--- config.mk ---
export PLATFORM = sky130hd
export DESIGN_NAME = fetch_realigner
export DESIGN_NICKNAME = d
export VERILOG_FILES = /design/src/rtl/fetch_realigner_pkg.sv /design/src/rtl/fetch_parcel_scanner.sv /design/src/rtl/fetch_realigner.sv
export SDC_FILE = /design/constraint.sdc
export NUM_CORES = 1
export LEC_CHECK = 0
export ABC_AREA = 0
export BUFFER_PORTS_ARGS = -buffer_cell sky130_fd_sc_hd__clkbuf_2
export CORE_MARGIN = 4
export CORE_UTILIZATION = 50
export DETAILED_ROUTE_END_ITERATION = 10
export GPL_ROUTABILITY_DRIVEN = 0
export PLACE_DENSITY = 0.77
export SKIP_CTS_REPAIR_TIMING = 1
export SLEW_MARGIN = 40
export SYNTH_ARGS = -nofsm -noshare
export SYNTH_HDL_FRONTEND = slang
export SYNTH_SLANG_ARGS = --single-unit
--- constraint.sdc ---
create_clock -name clk_i -period 7.25 [get_ports clk_i]
set_input_delay 0.725 -clock clk_i [delete_from_list [all_inputs] [get_ports clk_i]]
set_output_delay 0.725 -clock clk_i [all_outputs]
set_load 0.01 [all_outputs]
--- src/rtl/fetch_realigner_pkg.sv ---
// Shared types and helpers for the fetch block re-aligner.
// Slot counts depend on fetch width and whether RVC is enabled.
package fetch_realigner_pkg;

  localparam int unsigned NP       = 4;
  localparam int unsigned MAX_VLEN = 64;

  typedef struct packed {
    logic [NP-1:0]               valid;
    logic [NP-1:0][MAX_VLEN-1:0] addr;
    logic [NP-1:0][31:0]         instr;
  } fetch_bundle_t;

  function automatic int unsigned instr_per_fetch(
    input int unsigned fw,
    input bit          rvc
  );
    return rvc ? fw / 16 : fw / 32;
  endfunction

  function automatic logic is_rvc(input logic [15:0] p);
    return p[1:0] != 2'b11;
  endfunction

endpackage

--- src/rtl/fetch_parcel_scanner.sv ---
// Combinational parcel scan of one fetch block, with carry-in/out
// of a split 32-bit instruction, followed by slot compaction.
module fetch_parcel_scanner
  import fetch_realigner_pkg::*;
#(
  parameter int unsigned FETCH_WIDTH = 64,
  parameter int unsigned VLEN        = 64,
  parameter bit          RVC         = 1'b1,
  localparam int unsigned IPF = instr_per_fetch(FETCH_WIDTH, RVC)
) (
  input  logic [VLEN-1:0]           address_i,
  input  logic [FETCH_WIDTH-1:0]    data_i,
  input  logic                      unaligned_i,
  input  logic [15:0]               carry_i,
  input  logic [VLEN-1:0]           carry_addr_i,
  output logic [IPF-1:0]            valid_o,
  output logic [IPF-1:0][VLEN-1:0]  addr_o,
  output logic [IPF-1:0][31:0]      instr_o,
  output logic                      unaligned_o,
  output logic [15:0]               carry_o,
  output logic [VLEN-1:0]           carry_addr_o
);

  localparam int unsigned NPAR = FETCH_WIDTH / 16;
  localparam int unsigned BW   = $clog2(FETCH_WIDTH / 8);

  logic [NPAR-1:0][15:0]     p;
  logic [VLEN-1:0]           base;
  logic [BW-2:0]             s;
  logic [NPAR-1:0]           raw_v;
  logic [NPAR-1:0][31:0]     raw_i;
  logic [NPAR-1:0][VLEN-1:0] raw_a;

  assign p    = data_i;
  assign base = address_i & ~VLEN'(FETCH_WIDTH / 8 - 1);
  assign s    = address_i[BW-1:1];

  // Results are first placed at their starting parcel, then compacted.
  always_comb begin
    logic skip;
    skip         = 1'b0;
    raw_v        = '0;
    raw_i        = '0;
    raw_a        = '0;
    unaligned_o  = 1'b0;
    carry_o      = '0;
    carry_addr_o = '0;
    if (RVC) begin
      for (int j = 0; j < NPAR; j++) begin
        if (skip) begin
          skip = 1'b0;
        end else if (j == 0 && unaligned_i && s == '0) begin
          raw_v[0] = 1'b1;
          raw_i[0] = {p[0], carry_i};
          raw_a[0] = carry_addr_i;
        end else if (j >= int'(s)) begin
          raw_a[j] = base + VLEN'(2 * j);
          if (is_rvc(p[j])) begin
            raw_v[j] = 1'b1;
            raw_i[j] = {16'h0, p[j]};
          end else if (j < NPAR - 1) begin
            raw_v[j] = 1'b1;
            raw_i[j] = {p[(j + 1) % NPAR], p[j]};
            skip     = 1'b1;
          end else begin
            unaligned_o  = 1'b1;
            carry_o      = p[j];
            carry_addr_o = base + VLEN'(2 * j);
          end
        end
      end
    end else begin
      for (int j = 0; j < NPAR; j += 2) begin
        if (j / 2 >= int'(s) / 2) begin
          raw_v[j] = 1'b1;
          raw_i[j] = {p[j + 1], p[j]};
          raw_a[j] = base + VLEN'(2 * j);
        end
      end
    end
  end

  always_comb begin
    int k;
    k       = 0;
    valid_o = '0;
    addr_o  = '0;
    instr_o = '0;
    for (int j = 0; j < NPAR; j++) begin
      if (raw_v[j]) begin
        for (int m = 0; m < IPF; m++) begin
          if (m == k) begin
            valid_o[m] = 1'b1;
            addr_o[m]  = raw_a[j];
            instr_o[m] = raw_i[j];
          end
        end
        k++;
      end
    end
  end

endmodule

--- src/rtl/fetch_realigner.sv ---
// Fetch block re-aligner: carry registers, optional output bundle
// register and valid/ready handshake around the parcel scanner.
module fetch_realigner
  import fetch_realigner_pkg::*;
#(
  parameter int unsigned FETCH_WIDTH = 64,
  parameter int unsigned VLEN        = 64,
  parameter bit          RVC         = 1'b1,
  parameter bit          OUT_REG     = 1'b1,
  localparam int unsigned IPF = instr_per_fetch(FETCH_WIDTH, RVC)
) (
  input  logic                     clk_i,
  input  logic                     rst_ni,
  input  logic                     flush_i,
  input  logic                     valid_i,
  output logic                     ready_o,
  input  logic [VLEN-1:0]          address_i,
  input  logic [FETCH_WIDTH-1:0]   data_i,
  output logic [IPF-1:0]           valid_o,
  output logic [IPF-1:0][VLEN-1:0] addr_o,
  output logic [IPF-1:0][31:0]     instr_o,
  input  logic                     ready_i,
  output logic                     serving_unaligned_o
);

  if (FETCH_WIDTH != 32 && FETCH_WIDTH != 64 && FETCH_WIDTH != 128) begin : g_bad_width
    $error("fetch_realigner: FETCH_WIDTH must be 32, 64 or 128");
  end

  logic [IPF-1:0]           scan_v;
  logic [IPF-1:0][VLEN-1:0] scan_a;
  logic [IPF-1:0][31:0]     scan_i;
  logic                     scan_unal;
  logic [15:0]              scan_carry;
  logic [VLEN-1:0]          scan_caddr;
  logic                     unaligned_q;
  logic [15:0]              carry_q;
  logic [VLEN-1:0]          carry_addr_q;
  logic                     accept;

  fetch_parcel_scanner #(
    .FETCH_WIDTH (FETCH_WIDTH),
    .VLEN        (VLEN),
    .RVC         (RVC)
  ) u_scan (
    .address_i    (address_i),
    .data_i       (data_i),
    .unaligned_i  (unaligned_q),
    .carry_i      (carry_q),
    .carry_addr_i (carry_addr_q),
    .valid_o      (scan_v),
    .addr_o       (scan_a),
    .instr_o      (scan_i),
    .unaligned_o  (scan_unal),
    .carry_o      (scan_carry),
    .carry_addr_o (scan_caddr)
  );

  assign accept              = valid_i && ready_o && !flush_i;
  assign serving_unaligned_o = unaligned_q;

  always_ff @(posedge clk_i or negedge rst_ni) begin
    if (!rst_ni) begin
      unaligned_q  <= 1'b0;
      carry_q      <= '0;
      carry_addr_q <= '0;
    end else if (flush_i) begin
      unaligned_q <= 1'b0;
    end else if (accept) begin
      unaligned_q  <= RVC && scan_unal;
      carry_q      <= scan_carry;
      carry_addr_q <= scan_caddr;
    end
  end

  if (OUT_REG) begin : g_reg
    logic [IPF-1:0]           bv_q;
    logic [IPF-1:0][VLEN-1:0] addr_q;
    logic [IPF-1:0][31:0]     instr_q;

    assign ready_o = ~|bv_q | ready_i;
    assign valid_o = bv_q;
    assign addr_o  = addr_q;
    assign instr_o = instr_q;

    // Empty scan results never occupy the register.
    always_ff @(posedge clk_i or negedge rst_ni) begin
      if (!rst_ni) begin
        bv_q    <= '0;
        addr_q  <= '0;
        instr_q <= '0;
      end else if (flush_i) begin
        bv_q    <= '0;
        instr_q <= '0;
      end else if (accept && |scan_v) begin
        bv_q    <= scan_v;
        addr_q  <= scan_a;
        instr_q <= scan_i;
      end else if (ready_i) begin
        bv_q    <= '0;
        instr_q <= '0;
      end
    end
  end else begin : g_comb
    logic show;
    assign show    = valid_i & ~flush_i;
    assign ready_o = ready_i;
    assign valid_o = show ? scan_v : '0;
    assign addr_o  = scan_a;
    assign instr_o = show ? scan_i : '0;
  end

endmodule
# Word-level counts from Yosys, hierarchy flattened
# Index checks and enable logic that the tools add are counted.
[op_classes]
n_addsub = 5
magnitude_cmp = 3
n_eq_ne = 13
mux = 100
n_bitwise = 2
n_reduce_logical = 16
[op_table]
columns = ["op", "n"]
rows = [
  ["2-to-1 mux 64 bit", 22],
  ["2-to-1 mux 32 bit", 25],
  ["2-to-1 mux 128 bit", 6],
  ["2-to-1 mux 256 bit", 3],
  ["adder 64 x 3 -> 64 bit, second input constant", 2],
  ["== test 3 x 32 -> 1 bit, first input constant", 4],
  ["zero test 32 bit", 3],
  ["adder 64 x 2 -> 64 bit, second input constant", 1],
  ["== test 2 x 32 -> 1 bit, first input constant", 2],
  ["2-to-1 mux 16 bit", 3],
  ["2-to-1 mux 1 bit", 35],
  ["adder 32 x 2 -> 32 bit, second input constant", 1],
  ["2-to-1 mux 4 bit", 6],
  ["!= test 2 bit, second input constant", 4],
  ["OR reduction 4 bit", 2],
  ["== test 2 x 1 -> 1 bit, first input constant", 2],
  ["greater-or-equal comparator 1 x 2 -> 1 bit, first input constant", 2],
  ["logical AND 1 bit", 4],
  ["AND reduction 2 bit", 2],
  ["nonzero test 3 bit", 1],
  ["adder 1 x 1 -> 2 bit, second input constant", 1],
  ["greater-or-equal comparator 2 bit, first input constant", 1],
  ["zero test 1 bit", 2],
  ["zero test 2 bit", 1],
  ["other kinds (4)", 4],
]
[totals]
reg_bits = 469
input_bits = 133
output_inout_bits = 390
elab_cells = 151

# Depth between registers and ports, before layout
[depth]
ltp_word = 15
mapped_depth = 12

# Modules after synthesis
# Synthesis repeated with hierarchy kept, for this count alone.
[unflattened]
hier_cells = 2047
hier_area_um2 = 23940.5
[modules_own_cells]
columns = ["module", "n_inst", "cells_per_inst", "area_per_inst_um2"]
rows = [
  ["fetch_realigner", 1, 1304, 18968.2],
  ["fetch_parcel_scanner", 1, 743, 4972.3],
]

# Worst setup path before layout
# No wires, ideal clock.
[synth_timing]
kind = "input-to-reg"
start = "input port address_i[1]"
end = "register g_reg.instr_q, in the netlist instr_o[38]"
setup_time_ps = 122
t_arrival_ps = 3000
required_time_ps = 7128
path_slack_ps = 4128
path_stages = 11
path_cell_list = "buf_4 -> buf_2 -> clkbuf_1 -> o21ai_0 -> ha_1 -> nand2b_1 -> a211oi_1 -> nor3_2 -> clkbuf_1 -> or3_1 -> a32o_1"
[synth_via]
elab_chain_len = 15
elab_cells_between_ends = 67
cone_classes = "add/sub (2); order compare (3); eq/ne (9); mux (45); reduce/logical (8)"
[synth_rtl]
columns = ["item", "line_no", "source"]
rows = [
  ["start, declared", "fetch_realigner.sv:17", "input logic [VLEN-1:0] address_i,"],
  ["greater-or-equal comparator 1 x 2 -> 1 bit or zero test 2 bit (tied branches)", "fetch_parcel_scanner.sv:56, fetch_parcel_scanner.sv:52", ""],
  ["2-to-1 mux 1 bit or logical AND 1 bit (tied branches)", "fetch_parcel_scanner.sv:56, fetch_parcel_scanner.sv:52", ""],
  ["2-to-1 mux 1 bit", "fetch_parcel_scanner.sv:52", "end else if (j == 0 && unaligned_i && s == '0) begin"],
  ["2-to-1 mux 1 bit", "fetch_parcel_scanner.sv:90", "if (raw_v[j]) begin"],
  ["adder 1 x 1 -> 2 bit, or another cell as far along", "fetch_parcel_scanner.sv:98", "k++;"],
  ["2-to-1 mux 32 bit or 2-to-1 mux 1 bit (tied branches)", "fetch_parcel_scanner.sv:90, fetch_parcel_scanner.sv:92", ""],
  ["adder 32 x 2 -> 32 bit, or another cell as far along", "fetch_parcel_scanner.sv:98", ""],
  ["2-to-1 mux 32 bit or 2-to-1 mux 1 bit (tied branches)", "fetch_parcel_scanner.sv:90, fetch_parcel_scanner.sv:92", ""],
  ["== test 2 x 32 -> 1 bit, or another cell as far along", "fetch_parcel_scanner.sv:92", "if (m == k) begin"],
  ["2-to-1 mux 1 bit", "fetch_parcel_scanner.sv:92", ""],
  ["2-to-1 mux 4 bit", "fetch_parcel_scanner.sv:90", ""],
  ["OR reduction 4 bit", "fetch_realigner.sv:95", "end else if (accept && |scan_v) begin"],
  ["logical AND 1 bit", "fetch_realigner.sv:95", ""],
  ["2-to-1 mux 128 bit", "fetch_realigner.sv:95", ""],
  ["2-to-1 mux 128 bit", "fetch_realigner.sv:92", "end else if (flush_i) begin"],
  ["end signal, assigned", "fetch_realigner.sv:98", "instr_q <= scan_i;"],
  ["end, declared", "fetch_realigner.sv:79", "logic [IPF-1:0][31:0] instr_q;"],
]
# Several ways; a longest one is shown, not always the timed one.
# A chain may end at the register's enable or synchronous reset.

# Worst setup path after layout
[layout_timing]
start = "register unaligned_q, in the netlist serving_unaligned_o"
end = "register g_reg.addr_q, in the netlist addr_o[173]"
[layout_via]
elab_chain_len = 13
elab_cells_between_ends = 53
cone_classes = "add/sub (2); eq/ne (9); mux (35); reduce/logical (7)"
[layout_rtl]
columns = ["item", "line_no", "source"]
rows = [
  ["start, declared", "fetch_realigner.sv:36", "logic unaligned_q;"],
  ["start signal, assigned", "fetch_realigner.sv:70", "unaligned_q <= RVC && scan_unal;"],
  ["logical AND 1 bit *", "fetch_parcel_scanner.sv:52", ""],
  ["2-to-1 mux 1 bit", "fetch_parcel_scanner.sv:52", ""],
  ["2-to-1 mux 1 bit", "fetch_parcel_scanner.sv:90", ""],
  ["adder 1 x 1 -> 2 bit, or another cell as far along", "fetch_parcel_scanner.sv:98", ""],
  ["2-to-1 mux 32 bit or 2-to-1 mux 1 bit (tied branches)", "fetch_parcel_scanner.sv:90, fetch_parcel_scanner.sv:92", ""],
  ["adder 32 x 2 -> 32 bit, or another cell as far along", "fetch_parcel_scanner.sv:98", ""],
  ["2-to-1 mux 32 bit or 2-to-1 mux 1 bit (tied branches)", "fetch_parcel_scanner.sv:90, fetch_parcel_scanner.sv:92", ""],
  ["== test 2 x 32 -> 1 bit, or another cell as far along", "fetch_parcel_scanner.sv:92", ""],
  ["2-to-1 mux 1 bit", "fetch_parcel_scanner.sv:92", ""],
  ["2-to-1 mux 4 bit", "fetch_parcel_scanner.sv:90", ""],
  ["OR reduction 4 bit", "fetch_realigner.sv:95", ""],
  ["logical AND 1 bit", "fetch_realigner.sv:95", ""],
  ["AND reduction 2 bit (no source line)", "-", ""],
  ["end signal, assigned", "fetch_realigner.sv:97", "addr_q <= scan_a;"],
  ["end, declared", "fetch_realigner.sv:78", "logic [IPF-1:0][VLEN-1:0] addr_q;"],
]
# Every way passes the cells marked *; elsewhere a longest branch is shown, timed or not.

==> results.rst <==
.. list-table::
   :header-rows: 1

   * - Metric
     - Value
   * - Post-synth EDFFs
     - 0
   * - Number of clock sinks seen by CTS
     - 461
   * - Fraction of layout cells with a size suffix above 1
     - 33.0%
   * - Kind of launch point of the worst setup path
     - flop
   * - Worst-Margin Slew
     - 0.913 ns
   * - Leakage
     - 12.1 nW
   * - Final-report hold violation count
     - 0
   * - Maximum fanout along the worst path
     - 48
   * - Syn_area_per_cell
     - 11.6 um2
   * - Number of cells traversed by the worst register-to-register path
     - 9
   * - Clock buffer count from CTS
     - 48
   * - Total Routed Length
     - 65600 um
   * - Dominant combinational cell family by area after synthesis
     - compound AO/OA/AOI/OAI gates
   * - Core ar.
     - 37900 um2
   * - Post-Synthesis Cells
     - 1672
   * - Half-perimeter wire length of the detailed placement result
     - 43400 um
   * - Largest vdd supply drop
     - 0.181 mV
   * - Cells along the critical path
     - nand3b_1, o21ai_0, ha_1, nor4bb_1, a22oi_1, o22ai_1, a31o_2, buf_4, a22o_1
   * - Worst Clk Skew
     - 0.0137 ns
   * - Die boundary width
     - 205 um
   * - Post-DR wirelength/cell
     - 24.7 um
   * - Critical path required time
     - 7.76 ns
   * - Setup repair after global routing missed its margin
     - false
   * - Outcome
     - finished, final reports clean
   * - Min-delay worst type
     - in -> async
   * - # nets final
     - 2235
   * - Worst Setup SP
     - serving_unaligned_o
   * - Launch point of the worst reg-to-reg path
     - serving_unaligned_o
   * - Ys async rst share
     - 100%
   * - Register clock-pin slew on the reported worst setup and hold paths
     - 0.06 ns
   * - Number of H-tree levels
     - 2
   * - Worst r2r dst
     - addr_o[173]
   * - First-iteration detailed-routing DRC count
     - 2125
   * - Final core utilization
     - 62.7%
   * - Max-Cap Viols
     - 0
   * - IO Pins
     - 523
   * - Max transition margin
     - 39.1%
   * - Number of global-route vias before repair
     - 16300
   * - Slowest-stage cell, CP
     - buf_4
   * - Most common library cell in the layout ignoring fill and taps
     - clkbuf_2
   * - Number of inserted filler cells in the final layout
     - 3037
   * - TritonCTS clock tree
     - done
   * - Global-route wire length before repair
     - 99200 um
   * - Area of the die
     - 42000 um2
   * - Initial antenna violation count
     - 7
   * - Overflow left after global routing
     - 0
   * - All-Layer GR Usage
     - 30.2%
   * - Register-to-register setup slack
     - 3.32 ns
   * - Final period demand of the worst path
     - 3.93 ns
   * - Commonest cells after routing, fill and taps aside
     - clkbuf_2 (515), dfrtp_1 (461), a22o_1 (274), nand2_1 (215), o21ai_0 (99)
   * - Count of input and output buffers
     - 517
   * - Fraction of the yosys area taken by sequential cells
     - 59.6%
   * - Data arrival at the endpoint of the critical path
     - 4.43 ns
   * - Remaining design rule violation count
     - 0
   * - Mux cell area share after synthesis
     - 0.775%
   * - Clock latency at the later pin of the worst-skew pair
     - 0.59 ns
   * - Via-to-Cell Ratio
     - 6.31
   * - Die height
     - 205 um
   * - Area growth from synthesis to final layout
     - 22.9%
   * - Worst hold slack after final layout
     - 0.149 ns
   * - Synth Area in XOR/XNOR
     - 0%
   * - Setup CP Type
     - reg -> reg
   * - Starting density of the core
     - 51.1%
   * - Final worst-path cycle share
     - 54.2%
   * - CTS max path bufs
     - 3
   * - Root buffer selected by CTS
     - clkbuf_16
   * - Pin count of the biggest net entering global routing
     - 134
   * - Total Negative Setup Slacks
     - 0 ns
   * - Combined area of all synthesized cells
     - 19400 um2
   * - Yosys cell types
     - 58
   * - Synthesized-area fraction occupied by ao, oa, aoi and oai cells
     - 27.3%
   * - Pwr/cell area
     - 281 nW/um2
   * - Max incr delay on CP
     - 0.60 ns
   * - Final setup violation count
     - 0
   * - Initial DRT Pass Iterations
     - 8
   * - Synth Area in Adders
     - 0.0646%
   * - Total number of vias
     - 16800
   * - Simple-gate portion of the synthesized area
     - 7.76%
   * - Achievable Freq
     - 255 MHz
   * - Number of warnings issued by yosys
     - 0
   * - Number of nets still failing antenna checks after routing
     - 0
   * - CP Capture Type
     - flop
   * - Number of storage elements in the synthesis netlist
     - 461
   * - Number of pins exceeding their max-slew limit in the final report
     - 0
   * - Floorplan row count
     - 71
   * - Prevailing post-synth register cell
     - dfrtp_1
   * - Critical path capture point
     - addr_o[173]
==> state kept, by name (all words and copies together), names as in the netlist <==
signal and count:
carry_addr_q 62, valid_o 4, serving_unaligned_o 1, carry_q 14, addr_o 252, instr_o 128
==> final cells by class <==
| type | count | area, um2 | share of cell area [%] |
|---|---|---|---|
| sequential | 461 | 11500 | 48.5 |
| clock buffer | 67 | 1360 | 5.73 |
| antenna | 5 | 12.5 | 0.0526 |
| tap | 511 | 639 | 2.69 |
| clock inverter | 20 | 191 | 0.804 |
| multi-input combinational | 1024 | 7070 | 29.7 |
| inverter | 20 | 75.1 | 0.315 |
| timing repair buffer | 546 | 2920 | 12.3 |
==> worst min-delay path by stage <==
| stage | slack [ns] | to | depth (start not counted) |
|---|---|---|---|
| finish | 0.15 | instr_o[89] | 1 |
| detailed placement | 0.46 | instr_o[96] | 2 |
| CTS | 0.18 | instr_o[89] | 1 |
| floorplan | 0.43 | addr_o[100] | 0 |
| global route | 0.22 | instr_o[89] | 1 |
| global placement | 0.46 | instr_o[96] | 2 |
==> cells by family after synthesis <==
logic type	after synthesis
buffers and inverters	190
and+or+nand+nor	337
muxes	15
AOI/OAI and AO/OA	667
other	1
adders and majority gates	1
DFF	461
==> through the flow <==
step                      cell area (um2)  cells  setup WS, ns  total power, mW
after CTS                           23800   2648          3.44             6.72
after detailed placement            22200   2561          2.96             4.27
after global routing                23800   2654          3.17             6.95
after global placement              22100   2559          2.89             4.23
final                               23800   2654          3.32             6.68
after floorplan                     19400   1675          4.13             3.67
==> report_power, final <==
part           switching [mW]  internal [mW]
combinational           0.738          0.483
sequential              0.167           2.85
clock                    1.05           1.39
==> synthesized netlist by cell type (3+ instances only) <==
library cell    n  area (um2)
a21o_1          8        60.1
nor2b_1         3        18.8
buf_1           4        15.0
a31o_2         62         543
o21ai_0        99         495
a22oi_1        60         450
buf_4          15         113
buf_2          52         260
a221oi_1       28         245
a31oi_1        10        62.6
dfrtp_1       461       11500
a21oi_1        21         105
o22ai_1         4        25.0
or3_1          14        87.6
inv_1          20        75.1
nor3_2          3        30.0
o21ai_1        13        65.1
clkbuf_1       93         349
mux2i_1        15         150
o31ai_1        18         135
nor2_1         16        60.1
a22o_1        274        2400
and2_1          6        37.5
a32oi_1         5        43.8
nand2_1       215         807
buf_6           6        67.6
nand3_1        63         315
a32o_1         46         460
==> metal layers <==
layer	share of wire (%)	global-route usage (%)
met1	38	41.2
met2	46	46.3
met3	11	7.88
met4	4.8	13.0
met5	0.030	0
==> worst max-delay path: cells and delay by family, from the launching register on <==
| family | cells | cell delay [ns] |
|---|---|---|
| AND/OR/NAND/NOR | 2 | 0.80 |
| AO/OA/AOI/OAI | 5 | 1.69 |
| buffers and inverters | 1 | 0.60 |
| adder cells (fa/ha/maj) | 1 | 0.34 |
| flip-flops | 1 | 0.39 |
Power figures use the tool's default switching activity.
